### config.mk
export PLATFORM = sky130hd
export DESIGN_NAME = puf_eval_ctrl
export DESIGN_NICKNAME = d
export VERILOG_FILES = /design/src/rtl/puf_eval_ctrl.sv
export SDC_FILE = /design/constraint.sdc
export NUM_CORES = 1
export LEC_CHECK = 0
export BUFFER_PORTS_ARGS = -buffer_cell sky130_fd_sc_hd__buf_4
export CELL_PAD_IN_SITES_DETAIL_PLACEMENT = 0
export CELL_PAD_IN_SITES_GLOBAL_PLACEMENT = 1
export CORE_MARGIN = 4
export CORE_UTILIZATION = 36
export DETAILED_ROUTE_END_ITERATION = 6
export GPL_TIMING_DRIVEN = 1
export PLACE_DENSITY_LB_ADDON = 0.1
export SYNTH_ARGS = -nofsm -noshare
export SYNTH_HDL_FRONTEND = slang
export SYNTH_SLANG_ARGS = --single-unit
export TNS_END_PERCENT = 1
### constraint.sdc
create_clock -name clk -period 2.1 [get_ports clk]
set_input_delay 0 -clock clk [delete_from_list [all_inputs] [get_ports clk]]
set_output_delay 0 -clock clk [all_outputs]
set_load 0.02 [all_outputs]
### src/rtl/puf_eval_ctrl.sv
// Arbiter-PUF evaluation controller: drives an LFSR challenge, fires the delay
// line VOTES times, and majority-votes the synchronized arbiter result.
module puf_eval_ctrl #(
  parameter int line_length   = 64,
  parameter int SETTLE_CYCLES = 8,
  parameter int VOTES         = 15
) (
  input  logic                   clk,
  input  logic                   rst,
  input  logic [line_length-1:0] seed,
  input  logic                   seed_load,
  input  logic                   start,
  input  logic                   arb_resp,
  output logic [line_length-1:0] challenge,
  output logic                   launch,
  output logic                   busy,
  output logic                   resp_valid,
  output logic                   resp_bit,
  input  logic                   resp_ready
);

  typedef enum logic [2:0] {IDLE, FIRE, SAMPLE, REST, DONE} state_t;

  localparam int CW = $clog2(SETTLE_CYCLES);
  localparam logic [CW-1:0] DWELL_LAST = CW'(SETTLE_CYCLES - 1);

  // Feedback tap bit positions (zero-based) for the two supported widths.
  localparam int T0 = line_length - 1;
  localparam int T1 = (line_length == 64) ? 62 : 21;
  localparam int T2 = (line_length == 64) ? 60 : 1;
  localparam int T3 = (line_length == 64) ? 59 : 0;

  state_t state, state_next;
  logic [CW-1:0] dwell, dwell_next;
  logic [7:0] votes_done, votes_next;
  logic [7:0] ones, ones_next;
  logic [line_length-1:0] lfsr, lfsr_next;
  logic launch_next, busy_next, valid_next, bit_next;
  logic arb_meta, arb_sync;
  logic handshake;

  assign challenge = lfsr;
  assign handshake = resp_valid & resp_ready;

  // arb_resp comes straight from an analog race, so it is double-flopped first.
  always_ff @(posedge clk or posedge rst) begin
    if (rst) begin
      arb_meta <= 1'b0;
      arb_sync <= 1'b0;
    end else begin
      arb_meta <= arb_resp;
      arb_sync <= arb_meta;
    end
  end

  always_ff @(posedge clk or posedge rst) begin
    if (rst) begin
      state      <= IDLE;
      dwell      <= '0;
      votes_done <= '0;
      ones       <= '0;
      lfsr       <= '1;
      launch     <= 1'b0;
      busy       <= 1'b0;
      resp_valid <= 1'b0;
      resp_bit   <= 1'b0;
    end else begin
      state      <= state_next;
      dwell      <= dwell_next;
      votes_done <= votes_next;
      ones       <= ones_next;
      lfsr       <= lfsr_next;
      launch     <= launch_next;
      busy       <= busy_next;
      resp_valid <= valid_next;
      resp_bit   <= bit_next;
    end
  end

  always_comb begin
    state_next = state;
    dwell_next = dwell;
    votes_next = votes_done;
    ones_next  = ones;
    lfsr_next  = lfsr;
    case (state)
      IDLE: begin
        if (seed_load) begin
          lfsr_next = (seed == '0) ? '1 : seed;
        end else if (start) begin
          state_next = FIRE;
          dwell_next = '0;
          votes_next = '0;
          ones_next  = '0;
        end
      end
      FIRE: begin
        if (dwell == DWELL_LAST) begin
          state_next = SAMPLE;
          dwell_next = '0;
        end else begin
          dwell_next = dwell + 1'b1;
        end
      end
      SAMPLE: begin
        ones_next  = ones + {7'b0, arb_sync};
        votes_next = votes_done + 8'd1;
        state_next = REST;
      end
      REST: begin
        if (dwell == DWELL_LAST) begin
          dwell_next = '0;
          state_next = (votes_done < 8'(VOTES)) ? FIRE : DONE;
        end else begin
          dwell_next = dwell + 1'b1;
        end
      end
      DONE: begin
        if (handshake) begin
          state_next = IDLE;
          lfsr_next  = {lfsr[line_length-2:0], lfsr[T0] ^ lfsr[T1] ^ lfsr[T2] ^ lfsr[T3]};
        end
      end
      default: state_next = IDLE;
    endcase

    // Outputs are registered from the next state, except the response, which
    // is decided one cycle into DONE once the final vote has been tallied.
    launch_next = (state_next == FIRE) || (state_next == SAMPLE);
    busy_next   = (state_next != IDLE);
    valid_next  = (state == DONE) && !handshake;
    bit_next    = resp_bit;
    if (state == DONE && !resp_valid) bit_next = (ones > 8'(VOTES / 2));
    if (handshake) bit_next = 1'b0;
  end

endmodule

==> reports/metrics.yaml <==
status:
  status: "finished clean"
pwr:
  p_per_area_nw_per_um2: 1350
  leakagePower_nw: 3.10
  vdd_ir_drop_max_v: 0.000708
cells_and_area:
  seq_area_um2: 2380
  mostFrequentLayoutCells: "buf_4 (150), nand2_1 (80), dlygate4sd3_1 (67)"
  final_nets: 719
  nFillCells: 1115
  areaGrowthSynthToFinish_pct: 54.0
  antenna_cells: 0
  final_common_cell: "buf_4"
  drive_above_1_share: 0.468
  multi_input_area_um2: 2250
  final_cells: 821
logic_synthesis:
  synth.top_cell.area_share: 0.360
  muxShareOfSynthArea: 0
  synth_top_family_by_area: "compound AO/OA/AOI/OAI gates"
  synth_xor_area_frac: 0.0263
  avgSynthCellArea_um2: 10.7
  synthesis.nets: 511
  synth_fa_ha_area_frac: 0.0134
  synth_cells: 436
  ys_types: 36
  ys_ff_latch: 92
  synth_compound_area_frac: 0.271
  yosysSeqAreaShare: 0.510
  yosys_warnings: 0
  yosys.area_share.simple: 0.141
  synthTopCellsByArea: "dfstp_2 (36%), dfrtp_1 (15%), a2bb2oi_2 (13%)"
  syn_area_um2: 4670
  yosys.area.top_type: "dfstp_2"
clock_tree:
  cts_buffer_depth: 2
  worstSkewPairLatency_ns: 0.34
  cts_tree: "yes"
  post-cts-setup-buffer-count: 0
  cts_buffers: 9
  htreeDepth: 3
  cts_root_buf: "clkbuf_16"
  path_clk_slew_ns: 0.07
  cts.sink_count: 92
sta:
  skew_ns: 0.00804
  max_slew_margin: 0.547
  slew_viol_final: 0
  post-route-period-util: 0.964
  max_freq_mhz: 494
  setup_violations: 0
  min_period_ns: 2.02
  finalHoldViolCount: 0
  rsz0062_at_grt: "true"
  worst_pin_slew_ns: 0.676
  fin_hold_ws_ns: 0.126
critical_path:
  ff2ff_path_depth: 7
  cp_slowest_stage_delay_ns: 0.59
  r2r_start: "state[2]"
  crit_start: "seed[5]"
  critPathKind: "in2reg"
  r2r-end: "challenge[46]"
  cp.required_ns: 2.37
  crit_chain: "dlygate4sd3_1 -> buf_4 -> nor4_2 -> buf_4 -> nand4_1 -> or4_4 -> nand3_4 -> clkbuf_16 -> a2bb2oi_1"
  worstPathArrival_ns: 2.30
  worstPathMaxFanout: 9
  r2r_slack_ns: 0.26
  start_kind: "input pin"
  critPathMostFrequentCell: "buf_4"
  cp-end-kind: "register"
  cpMaxStageDelayCell: "or4_4"
grt:
  grt_start_max_net_pins: 47
  grt_usage: 0.192
  first_global_vias: 4368
  grt_first_pass_wirelength_mm: 22.7
  grt_overflow_total: 0
  antenna_found_initial: 0
min_path:
  worstHoldStart: "seed_load"
  min_delay_path_depth: 4
  worstHoldEndpoint: "state[0]"
  hold_class: "in2reg"
flow_run:
  drv_cap: 0
place:
  hpwlAfterDp_mm: 9.42
  place.gp.congestion: 0.776
  port_buffers: 137
  dp_cells: 735
die:
  core-area_um2: 12700
  io-pin-count: 138
  start_util: 0.369
  die_x_um: 122
  fp-row-count: 41
  die_area_um2: 14900
  die_h_um: 122
drt:
  wl_mm: 14.5
  antenna_left: 0
  drc: 0
  wl_per_cell_um: 17.6
  initialDrtViolationCount: 244
  vias_per_cell: 5.14
  vias: 4219
  first_pass_iters: 4
[registers in the layout, indices dropped and copies added, names as in the netlist]
name and flops:
ones 8, busy 1, state 3, dwell 3, arb_meta 1, resp_valid 1
resp_bit 1, challenge 64, votes_done 8, launch 1, arb_sync 1
[report_power, final]
group / leakage, nW / switching, mW / internal (mW)
sequential: 1.03 / 0.649 / 3.00
combinational: 1.91 / 2.26 / 2.05
clock: 0.159 / 0.705 / 1.04
[cells in the mapped netlist (all sizes together)]
cell	n
ha	5
o31ai	1
o32ai	1
nand4	8
o21a	1
nor2b	3
nand2b	2
dfrtp	28
o21ai	71
clkbuf	21
nor2	15
a31oi	2
a2bb2oi	64
o22ai	1
dfstp	64
or4	1
xnor2	4
a41o	1
xor2	10
and3	2
a21oi	5
nand3	3
or3	4
a32o	3
nand2	81
nor3	6
inv	3
buf	9
nor4	17
[through the flow]
| step | total power [mW] | setup TNS [ns] | util | cell area (µm²) | setup WS, ns |
|---|---|---|---|---|---|
| final | 9.70 | 0 | 0.567 | 7190 | 0.0751 |
| after global routing | 10.3 | -0.706 | 0.567 | 7190 | -0.0395 |
| after CTS | 9.67 | 0 | 0.551 | 6990 | 0.00244 |
| after detailed placement | 7.78 | 0 | 0.474 | 6000 | 0.0573 |
| after global placement | 7.71 | 0 | 0.474 | 6000 | 0.113 |
| after floorplan | 6.07 | 0 | - | 4670 | 0.384 |
[metal layers]
layer	routed length, µm	GRT usage	vias up
met5	0	0	-
met4	217	0.0602	0
met3	747	0.0436	13
met2	7040	0.314	104
met1	6450	0.254	2091
li1	-	-	2011
[what timing repair did]
item / CTS / global route
gates resized for setup: 0 / 20
setup endpoints to repair: 0 / 53
endpoints found under the hold margin: 85 / 0
hold buffers: 67 / 0
[worst max-delay path, delay by kind of cell]
family          cells  cell delay [ns]
compound gates      1             0.16
buf+inv             4             1.06
simple gates        4             1.09
[final cells by class]
type,instances,share of cell area
Clock inverter,7,0.0125
Tap cell,172,0.0299
Timing Repair Buffer,227,0.280
Multi-Input combinational cell,311,0.313
Inverter,3,0.00209
Sequential cell,92,0.331
Clock buffer,9,0.0313
[logic make-up (layout without fill, tap and decap cells)]
| group | Yosys count | in the layout |
|---|---|---|
| DFF | 92 | 92 |
| adders and majority gates | 5 | 5 |
| AOI/OAI and AO/OA | 150 | 150 |
| and+or+nand+nor | 142 | 142 |
| xor gates and xnor gates | 14 | 14 |
| buffers and inverters | 33 | 246 |
[worst max path at each step]
| stage | to | slack (ns) | depth (start not counted) |
|---|---|---|---|
| final | challenge[5] | 0.08 | 9 |
| after global routing | challenge[28] | -0.04 | 8 |
| after CTS | challenge[63] | 0.002 | 8 |
| after detailed placement | challenge[63] | 0.06 | 7 |
| after global placement | challenge[63] | 0.11 | 7 |
| after floorplan | votes_done[7] | 0.38 | 6 |
No activity file was read; power rests on OpenSTA's default activity.
